--- src/rtl/hcms_pkg.sv ---
// Shared definitions for the HCMS-29xx serial display transmitter.
package hcms_pkg;

  localparam int unsigned HCMS_DATA_W_DEF       = 8;
  localparam int unsigned HCMS_CLK_DIV_DEF      = 2;
  localparam int unsigned HCMS_RESET_CYCLES_DEF = 16;

  // Transmitter states
  typedef enum logic [2:0] {
    PWR_RST   = 3'd0,
    IDLE      = 3'd1,
    SHIFT_LO  = 3'd2,
    SHIFT_HI  = 3'd3,
    WAIT_NEXT = 3'd4,
    END_HOLD  = 3'd5,
    GAP       = 3'd6
  } hcms_state_e;

  // Control-word layout: bit 7 selects control register 0 or 1
  localparam int unsigned HCMS_CTRL_W    = 8;
  localparam logic        HCMS_SEL_CTRL0 = 1'b0;
  localparam logic        HCMS_SEL_CTRL1 = 1'b1;

  // Control register 0 peak-current field encodings
  localparam logic [1:0] HCMS_PEAK_73  = 2'b00;
  localparam logic [1:0] HCMS_PEAK_50  = 2'b01;
  localparam logic [1:0] HCMS_PEAK_100 = 2'b10;
  localparam logic [1:0] HCMS_PEAK_93  = 2'b11;

  // Control register 0 brightness (PWM duty) limits
  localparam logic [3:0] HCMS_BRIGHT_MIN = 4'h0;
  localparam logic [3:0] HCMS_BRIGHT_MAX = 4'hF;

  typedef struct packed {
    logic       sel;
    logic       n_sleep;
    logic [1:0] peak;
    logic [3:0] bright;
  } hcms_ctrl0_t;

  typedef struct packed {
    logic       sel;
    logic [4:0] rsvd;
    logic       osc_prescale;
    logic       dout_simul;
  } hcms_ctrl1_t;

  // Build an awake control-register-0 word from peak current and brightness
  function automatic logic [HCMS_CTRL_W-1:0] hcms_ctrl0_word(input logic [1:0] peak,
                                                              input logic [3:0] bright);
    hcms_ctrl0_t w;
    w.sel     = HCMS_SEL_CTRL0;
    w.n_sleep = 1'b1;
    w.peak    = peak;
    w.bright  = bright;
    return w;
  endfunction

  // Build a control-register-1 word
  function automatic logic [HCMS_CTRL_W-1:0] hcms_ctrl1_word(input logic osc_prescale,
                                                              input logic dout_simul);
    hcms_ctrl1_t w;
    w.sel          = HCMS_SEL_CTRL1;
    w.rsvd         = 5'd0;
    w.osc_prescale = osc_prescale;
    w.dout_simul   = dout_simul;
    return w;
  endfunction

endpackage

--- src/rtl/hcms_tick_gen.sv ---
// Half-period tick generator: tick every CLK_DIV cycles, restartable.
module hcms_tick_gen #(
  parameter int unsigned CLK_DIV = 2
) (
  input  logic i_clk,
  input  logic r_reset,
  input  logic restart,
  output logic tick_c
);

  localparam int unsigned    CNT_W   = (CLK_DIV > 1) ? $clog2(CLK_DIV) : 1;
  localparam logic [CNT_W-1:0] CNT_MAX = CNT_W'(CLK_DIV - 1);

  logic [CNT_W-1:0] cnt;

  assign tick_c = !restart && (cnt == CNT_MAX);

  // Count cycles within a half period; restart holds the count at zero
  always_ff @(posedge i_clk or posedge r_reset) begin
    if (r_reset) begin
      cnt <= '0;
    end else if (restart || tick_c) begin
      cnt <= '0;
    end else begin
      cnt <= cnt + CNT_W'(1);
    end
  end

endmodule

--- src/rtl/hcms_frame_tx.sv ---
// Serial frame transmitter driving an HCMS-29xx display, every pin from a flop.
module hcms_frame_tx
  import hcms_pkg::*;
#(
  parameter int unsigned DATA_W       = HCMS_DATA_W_DEF,
  parameter int unsigned CLK_DIV      = HCMS_CLK_DIV_DEF,
  parameter int unsigned RESET_CYCLES = HCMS_RESET_CYCLES_DEF
) (
  input  logic              i_CLK,
  input  logic              i_RST,
  input  logic              i_valid,
  output logic              o_ready,
  input  logic [DATA_W-1:0] i_data,
  input  logic              i_last,
  input  logic              i_cmd,
  input  logic              i_disp_reset,
  output logic              o_frame_done,
  output logic              o_hcms_data,
  output logic              o_hcms_clock,
  output logic              o_hcms_regsel,
  output logic              o_hcms_ncs,
  output logic              o_hcms_reset
);

  localparam int unsigned      BIT_W    = $clog2(DATA_W);
  localparam int unsigned      RST_W    = (RESET_CYCLES > 1) ? $clog2(RESET_CYCLES) : 1;
  localparam logic [BIT_W-1:0] BIT_LAST = BIT_W'(DATA_W - 1);
  localparam logic [RST_W-1:0] RST_LAST = RST_W'(RESET_CYCLES - 1);

  hcms_state_e       state, state_nxt;
  logic [DATA_W-1:0] sreg, sreg_nxt;
  logic [BIT_W-1:0]  bit_cnt, bit_cnt_nxt;
  logic [RST_W-1:0]  rst_cnt, rst_cnt_nxt;
  logic              last_q, last_nxt;

  logic ready_nxt, clock_nxt, ncs_nxt, hreset_nxt, done_nxt, data_nxt, regsel_nxt;
  logic accept, tick, restart;

  // A display-reset request in IDLE takes priority over an offered word
  assign accept  = i_valid && o_ready && !((state == IDLE) && i_disp_reset);
  assign restart = (state == PWR_RST) || (state == IDLE) || (state == WAIT_NEXT);

  hcms_tick_gen #(
    .CLK_DIV (CLK_DIV)
  ) u_tick (
    .i_clk   (i_CLK),
    .r_reset (i_RST),
    .restart (restart),
    .tick_c  (tick)
  );

  // State register
  always_ff @(posedge i_CLK or posedge i_RST) begin
    if (i_RST) begin
      state <= PWR_RST;
    end else begin
      state <= state_nxt;
    end
  end

  // Next-state and datapath-next logic
  always_comb begin
    state_nxt   = state;
    sreg_nxt    = sreg;
    bit_cnt_nxt = bit_cnt;
    rst_cnt_nxt = rst_cnt;
    last_nxt    = last_q;
    case (state)
      PWR_RST: begin
        if (rst_cnt == RST_LAST) begin
          state_nxt   = IDLE;
          rst_cnt_nxt = '0;
        end else begin
          rst_cnt_nxt = rst_cnt + RST_W'(1);
        end
      end
      IDLE: begin
        if (i_disp_reset) begin
          state_nxt   = PWR_RST;
          rst_cnt_nxt = '0;
        end else if (accept) begin
          state_nxt   = SHIFT_LO;
          sreg_nxt    = i_data;
          last_nxt    = i_last;
          bit_cnt_nxt = '0;
        end
      end
      SHIFT_LO: begin
        if (tick) state_nxt = SHIFT_HI;
      end
      SHIFT_HI: begin
        if (tick) begin
          if (bit_cnt == BIT_LAST) begin
            state_nxt   = last_q ? END_HOLD : WAIT_NEXT;
            bit_cnt_nxt = '0;
          end else begin
            state_nxt   = SHIFT_LO;
            bit_cnt_nxt = bit_cnt + BIT_W'(1);
            sreg_nxt    = {sreg[DATA_W-2:0], 1'b0};
          end
        end
      end
      WAIT_NEXT: begin
        if (accept) begin
          state_nxt   = SHIFT_LO;
          sreg_nxt    = i_data;
          last_nxt    = i_last;
          bit_cnt_nxt = '0;
        end
      end
      END_HOLD: begin
        if (tick) state_nxt = GAP;
      end
      GAP: begin
        if (tick) state_nxt = IDLE;
      end
      default: begin
        state_nxt = PWR_RST;
      end
    endcase
  end

  // Pin values for the coming cycle, derived from the next state
  always_comb begin
    ready_nxt  = (state_nxt == IDLE) || (state_nxt == WAIT_NEXT);
    clock_nxt  = (state_nxt == SHIFT_HI);
    ncs_nxt    = (state_nxt == PWR_RST) || (state_nxt == IDLE) || (state_nxt == GAP);
    hreset_nxt = (state_nxt != PWR_RST);
    done_nxt   = (state == END_HOLD) && (state_nxt == GAP);
    data_nxt   = sreg_nxt[DATA_W-1];
    regsel_nxt = o_hcms_regsel;
    if ((state == IDLE) && accept) regsel_nxt = i_cmd;
  end

  // Shift register and counters
  always_ff @(posedge i_CLK or posedge i_RST) begin
    if (i_RST) begin
      sreg    <= '0;
      bit_cnt <= '0;
      rst_cnt <= '0;
      last_q  <= 1'b0;
    end else begin
      sreg    <= sreg_nxt;
      bit_cnt <= bit_cnt_nxt;
      rst_cnt <= rst_cnt_nxt;
      last_q  <= last_nxt;
    end
  end

  // Output flops; reset parks the display deselected and held in reset
  always_ff @(posedge i_CLK or posedge i_RST) begin
    if (i_RST) begin
      o_ready       <= 1'b0;
      o_frame_done  <= 1'b0;
      o_hcms_data   <= 1'b0;
      o_hcms_clock  <= 1'b0;
      o_hcms_regsel <= 1'b0;
      o_hcms_ncs    <= 1'b1;
      o_hcms_reset  <= 1'b0;
    end else begin
      o_ready       <= ready_nxt;
      o_frame_done  <= done_nxt;
      o_hcms_data   <= data_nxt;
      o_hcms_clock  <= clock_nxt;
      o_hcms_regsel <= regsel_nxt;
      o_hcms_ncs    <= ncs_nxt;
      o_hcms_reset  <= hreset_nxt;
    end
  end

endmodule

--- config.mk ---
export PLATFORM = sky130hd
export DESIGN_NAME = hcms_frame_tx
export DESIGN_NICKNAME = d
export VERILOG_FILES = /design/src/rtl/hcms_pkg.sv /design/src/rtl/hcms_tick_gen.sv /design/src/rtl/hcms_frame_tx.sv
export SDC_FILE = /design/constraint.sdc
export NUM_CORES = 1
export LEC_CHECK = 0
export CAP_MARGIN = 0
export CORE_MARGIN = 2
export CORE_UTILIZATION = 46
export DETAILED_ROUTE_END_ITERATION = 8
export PLACE_DENSITY = 0.76
export SETUP_SLACK_MARGIN = 0.1
export SLEW_MARGIN = 20
export SYNTH_ARGS = -nofsm -noshare
export SYNTH_HDL_FRONTEND = slang
export SYNTH_HIERARCHICAL = 1
export SYNTH_SLANG_ARGS = --single-unit
--- constraint.sdc ---
create_clock -name i_CLK -period 6.6 [get_ports i_CLK]
set_input_delay 1.32 -clock i_CLK [delete_from_list [all_inputs] [get_ports i_CLK]]
set_output_delay 1.32 -clock i_CLK [all_outputs]
set_load 0.02 [all_outputs]
==> results of run 1 <==
==> sequential cells by signal, indices dropped and copies added, names as in the netlist <==
| register | count |
|---|---|
| o_hcms_ncs | 1 |
| rst_cnt | 4 |
| bit_cnt | 3 |
| o_hcms_reset | 1 |
| o_ready | 1 |
| o_hcms_clock | 1 |
| o_frame_done | 1 |
| u_tick/cnt | 1 |
| o_hcms_regsel | 1 |
| last_q | 1 |
| sreg | 8 |
| state | 3 |
==> logic make-up after synthesis <==
group                    share of synthesized area (%)
XOR/XNOR                                         0.649
adder cells (fa/ha/maj)                           2.78
buffers and inverters                             4.63
flip-flops                                        48.3
AO/OA/AOI/OAI                                     18.3
AND/OR/NAND/NOR                                   17.0
multiplexers                                      8.34
==> final timing paths <==
check,startpoint,endpoint
worst min-delay path,u_tick/cnt,u_tick/cnt
worst max register to register,state[2],sreg[2]
max in group asynchronous,i_RST,sreg[4]
worst min register to register,u_tick/cnt,u_tick/cnt
min in group asynchronous,i_RST,u_tick/cnt
worst max-delay path,i_disp_reset,sreg[0]
==> critical path: stages <==
cell and delay [ps]:
clkdlybuf4s50_1 440, or3b_4 400, a211oi_4 410, o2bb2ai_2 290
a22o_1 250
==> cells in the mapped netlist (2+ instances only) <==
cell type	instances	area (um2)
nor2_1	5	18.8
o31ai_1	3	22.5
nor4b_1	2	17.5
inv_1	7	26.3
clkbuf_1	3	11.3
buf_2	2	10.0
o21ai_1	4	20.0
o21ai_2	4	35.0
ha_1	3	37.5
nand2_2	3	18.8
mux2i_1	9	90.1
dfrtp_1	25	626
o21ai_0	9	45.0
a22o_1	4	35.0
nand2_1	18	67.6
a21oi_1	3	15.0
==> report_power, final <==
part	leakage (uW)	internal [uW]	switching [uW]
sequential	0.000331	223	56.7
combinational	0.000418	110	114
clock	0.0000210	33.7	44.6
total	0.000771	367	216
==> metrics by stage <==
step | total power, uW | cell area, um2
6_report | 583 | 1590
3_3_place_gp | 491 | 1560
4_1_cts | 589 | 1590
2_1_floorplan | 435 | 1350
5_1_grt | 625 | 1590
3_5_place_dp | 509 | 1560
==> layer usage <==
layer / track usage (%) / part of all wire, % / routed length, um / vias up
met1: 22.7 / 48 / 1180 / 464
met4: 3.99 / 0.32 / 8 / 0
li1: - / - / - / 487
met5: 0 / 0 / 0 / -
met2: 25.5 / 49 / 1220 / 10
met3: 2.68 / 2.4 / 58 / 2
==> layout make-up <==
class                      count  area [um2]
tap                           31        38.8
fill                         242        1190
multi-input combinational     89         636
timing repair buffer          20         200
sequential                    26         652
inverter                       8        30.0
clock buffer                   4        36.3
==> qor.yml, run 1 <==
status: "complete, no violations"
grt_pass1_wl_um: 4170
cts_buffers: 3
clk_latency_ps: 310
hpwl_um: 1870
syn_to_final_growth_pct: 18.0
final_common_cell: "dfrtp_1"
max_freq_mhz: 347
synth_cells: 129
fin_ws_ps: 3710
reg2reg_slack_ps: 4350
synth_edf_count: 0
period_needed_ps: 2890
fin_setup_tns_ps: 0
grt_overflow_total: 0
ios: 21
clock_sinks: 26
final_core_util_pct: 57.3
die_width_um: 58.2
critical_path_class: "in -> reg"
root_buffer: "clkbuf_4"
antenna_cells: 0
cts_resized: 0
min_period_over_period_pct: 43.7
synth.avg_cell_area_um2: 10.5
relSlewSlack_pct: 37.0
synth_cell_types: 41
ys_warn_count: 6
cts_hold_buf: 0
wire_per_inst_um: 13.9
rsz0062_at_grt: "false"
dp_cells: 174
dr.pass1.iters: 4
synthesis.nets: 146
ant_nets: 0
initial_utilization_pct: 48.5
fin_nets: 165
layout_common_cells: "dfrtp_1, clkdlybuf4s50_1, nand2_1, o21ai_0, mux2i_1"
grt_pass1_vias: 929
core_area_um2: 2780
wirelength_um: 2470
hold_class: "reg -> reg"
cp-start-kind: "primary input"
final_cells: 178
grt_max_degree: 26
drv_cap: 0
vdd_drop_max_v: 0.000218
dieArea_um2: 3380
rows: 19
route.vias.total: 963
cts_buffer_depth: 2
tritoncts: "built"
hold_slack_ps: 447
place_ws_ps: 3390
drive_gt1_share_pct: 14.3
fin_skew_ps: 2.72
p_per_area_nw_per_um2: 366
path_clk_slew_ps: 140
port-buffer-count: 20
grt_use_total_pct: 15.9
hold_depth: 1
cts_setup_buffers: 0
cp_max_fo: 15
critical_path_arrival_ps: 3100
drc: 0
ff2ff_path_depth: 4
ys.flop_type: "dfrtp_1"
ys_seq_area_share_pct: 48.3
routed_via_density: 5.41
die_y_um: 58.2
drv_slew: 0
async_reset_ff_share_pct: 100
netlist_area_um2: 1350
initialDrtViolationCount: 10
end_kind: "flop"
p_leak_uw: 0.000771
synth_seq_cells: 26
place_congestion: 0.721
required_ps: 6820
antenna_found_initial: 0
cts_max_level: 1
worstMarginPinSlew_ps: 944
hold_viol_final: 0
finalSetupViolations: 0
(Power assumes the default switching activity.)
==> inputs of run 2 (changes only) <==
--- a/config.mk
+++ b/config.mk
@@ -9,7 +9,7 @@
 export CORE_MARGIN = 2
 export CORE_UTILIZATION = 46
 export DETAILED_ROUTE_END_ITERATION = 8
-export PLACE_DENSITY = 0.76
+export PLACE_DENSITY = 0.79
 export SETUP_SLACK_MARGIN = 0.1
 export SLEW_MARGIN = 20
 export SYNTH_ARGS = -nofsm -noshare
==> constraint.sdc (replaced) <==
create_clock -name i_CLK -period 2.3 [get_ports i_CLK]
set_input_delay 0.46 -clock i_CLK [delete_from_list [all_inputs] [get_ports i_CLK]]
set_output_delay 0.46 -clock i_CLK [all_outputs]
set_load 0.02 [all_outputs]
==> run 2 against run 1 <==
  * Clock power grew to 4.0 times the previous value
  * Power grew to 3.0 times the previous value
  * First-iteration DRC count grew 20%
  * Setup slack lost 3400 ps
  * Critical path depth grew 1
  * Via count grew 3.8%
  * Routed wire length grew 0.32%
  * Die area is the same
  * Non-clock buffer count grew 6
  * Largest power group unchanged
==> qor.yml, run 2 (same netlist as run 1, synthesis figures left out) <==
status: "complete, no violations"
grt_overflow_total: 0  # unchanged
r2r-end: "sreg[0]"
dr.pass1.iters: 4  # unchanged
p_leak_uw: 0.000808  # +4.8%
port-buffer-count: 20  # unchanged
ios: 21  # unchanged
min_period_over_period_pct: 84.6
end_kind: "flop"
cp_max_fo: 15  # unchanged
critical_path_class: "reg -> reg"
initial_utilization_pct: 48.5  # unchanged
cp-start-kind: "flop"
die_y_um: 58.2  # unchanged
rows: 19  # unchanged
dp_cells: 180  # +3.4%
period_needed_ps: 1940
worstMarginPinSlew_ps: 693  # -251 ps
reg2reg_slack_ps: 360  # -3990 ps
drive_gt1_share_pct: 17.6  # +3.4 points
initialDrtViolationCount: 12  # +2
die_width_um: 58.2  # unchanged
critical_path_arrival_ps: 2210  # -890 ps
num-fill-cells: 248  # +2.5%
grt_pass1_vias: 984  # +5.9%
cts_resized: 0  # unchanged
hpwl_um: 1910  # +2.0%
routed_via_density: 5.43  # +0.46%
root_buffer: "clkbuf_4"
wire_per_inst_um: 13.4  # -2.9%
cts_setup_buffers: 0  # unchanged
grt_max_degree: 17  # -35%
hold_class: "in -> async"
hold_viol_final: 0  # unchanged
top_regs: "sreg x8, rst_cnt x4"
final_cells: 184  # +3.4%
fin_setup_tns_ps: 0  # unchanged
cts_max_level: 1  # unchanged
route.vias.total: 1000  # +3.8%
fin_ws_ps: 355  # -3360 ps
p_per_area_nw_per_um2: 1070  # +190%
startpoint: "state[2]"
crit_cells: 6  # +1
crit_path_max_incr_delay_ps: 580  # +140 ps
largest_reg_flops: 8  # unchanged
rsz0062_at_grt: "false"
grt_use_met3_pct: 2.01  # -0.67 points
fin_area_um2: 1650  # +3.8%
syn_to_final_growth_pct: 22.5
wirelength_um: 2470  # +0.32%
max_freq_mhz: 514
relSlewSlack_pct: 53.5  # +17 points
clk_latency_ps: 320  # about the same
vdd_drop_max_v: 0.000591  # +170%
grt_pass1_wl_um: 4280  # +2.8%
finalSetupViolations: 0  # unchanged
ant_nets: 0  # unchanged
crit_path_top_delay_cell: "o2bb2ai_2"
drv_slew: 0  # unchanged
grt_use_total_pct: 16.2  # +0.29 points
fin_nets: 171  # +3.6%
layout_common_cells: "dfrtp_1, clkdlybuf4s50_1, nand2_1, o21ai_0, mux2i_1"
drv_cap: 0  # unchanged
cpLargestDelayFamily: "compound AO/OA/AOI/OAI gates"
place_ws_ps: 93.2  # -3290 ps
required_ps: 2560  # -4260 ps
dieArea_um2: 3380  # unchanged
clock_sinks: 26  # unchanged
cts_buffers: 3  # unchanged
drc: 0  # unchanged
gr-usage-met2_pct: 27.4  # +1.9 points
core_area_um2: 2780  # unchanged
gr-max-usage-layer: "met2"
tritoncts: "built"
final_core_util_pct: 59.5  # +2.2 points
critPathCapture: "sreg[0]"
cp_num_buf_inv: 1  # unchanged
met1_usage_pct: 21.8  # -0.83 points
postPlaceCellArea_um2: 1600  # +2.9%
cts_buffer_depth: 2  # unchanged
ff2ff_path_depth: 6  # +2
path_clk_slew_ps: 140  # about the same
antenna_cells: 0  # unchanged
antenna_found_initial: 0  # unchanged
regMostFlops: "sreg"
r2r-start: "state[2]"
final_common_cell: "dfrtp_1"
place_congestion: 0.798  # +11%
path_cells: "a21oi_1 > nor2b_4 > inv_1 > nor2_1 > o2bb2ai_2 > a22o_1"
fin_skew_ps: 2.13  # -0.586 ps
cts_hold_buf: 0  # unchanged
-- run 2: changes by cell type in the layout (fill, tap and decap cells not counted), sizes merged --
cell	previous run	this run
buf	0	6
bufinv	0	1
clkbuf	4	3
-- run 2: how the worst min path moves through the flow --
| stage | endpoint | slack, ps |
|---|---|---|
| finish | u_tick/cnt | 290 |
| global route | u_tick/cnt | 290 |
| CTS | u_tick/cnt | 280 |
| detailed placement | u_tick/cnt | 420 |
| global placement | u_tick/cnt | 420 |
| floorplan | u_tick/cnt | 190 |
-- run 2: through the flow --
stage / hold WS (ps) / total power (uW)
after floorplan: 189 / 1250
after detailed placement: 421 / 1480
after CTS: 283 / 1790
final: 287 / 1770
after global placement: 419 / 1430
after global routing: 295 / 1910
-- run 2: routing by layer --
layer  vias up  routed length [um]  share of wire, %
li1        500                   -                 -
met1       480                1150                47
met2        18                1240                50
met3         2                  70               2.8
met4         0                  13              0.53
met5         -                   0                 0
-- run 2: power by group --
group,internal (uW),switching (uW)
combinational,336,377
clock,176,136
sequential,640,109
total,1150,622
-- run 2: area by class of cell --
type / instances / area [um2] / share of cell area [%]
clock inverter: 1 / 30.0 / 1.82
sequential: 26 / 652 / 39.4
inverter: 8 / 30.0 / 1.82
timing repair buffer: 26 / 245 / 14.8
clock buffer: 3 / 22.5 / 1.36
multi-input combinational: 89 / 636 / 38.4
tap: 31 / 38.8 / 2.34
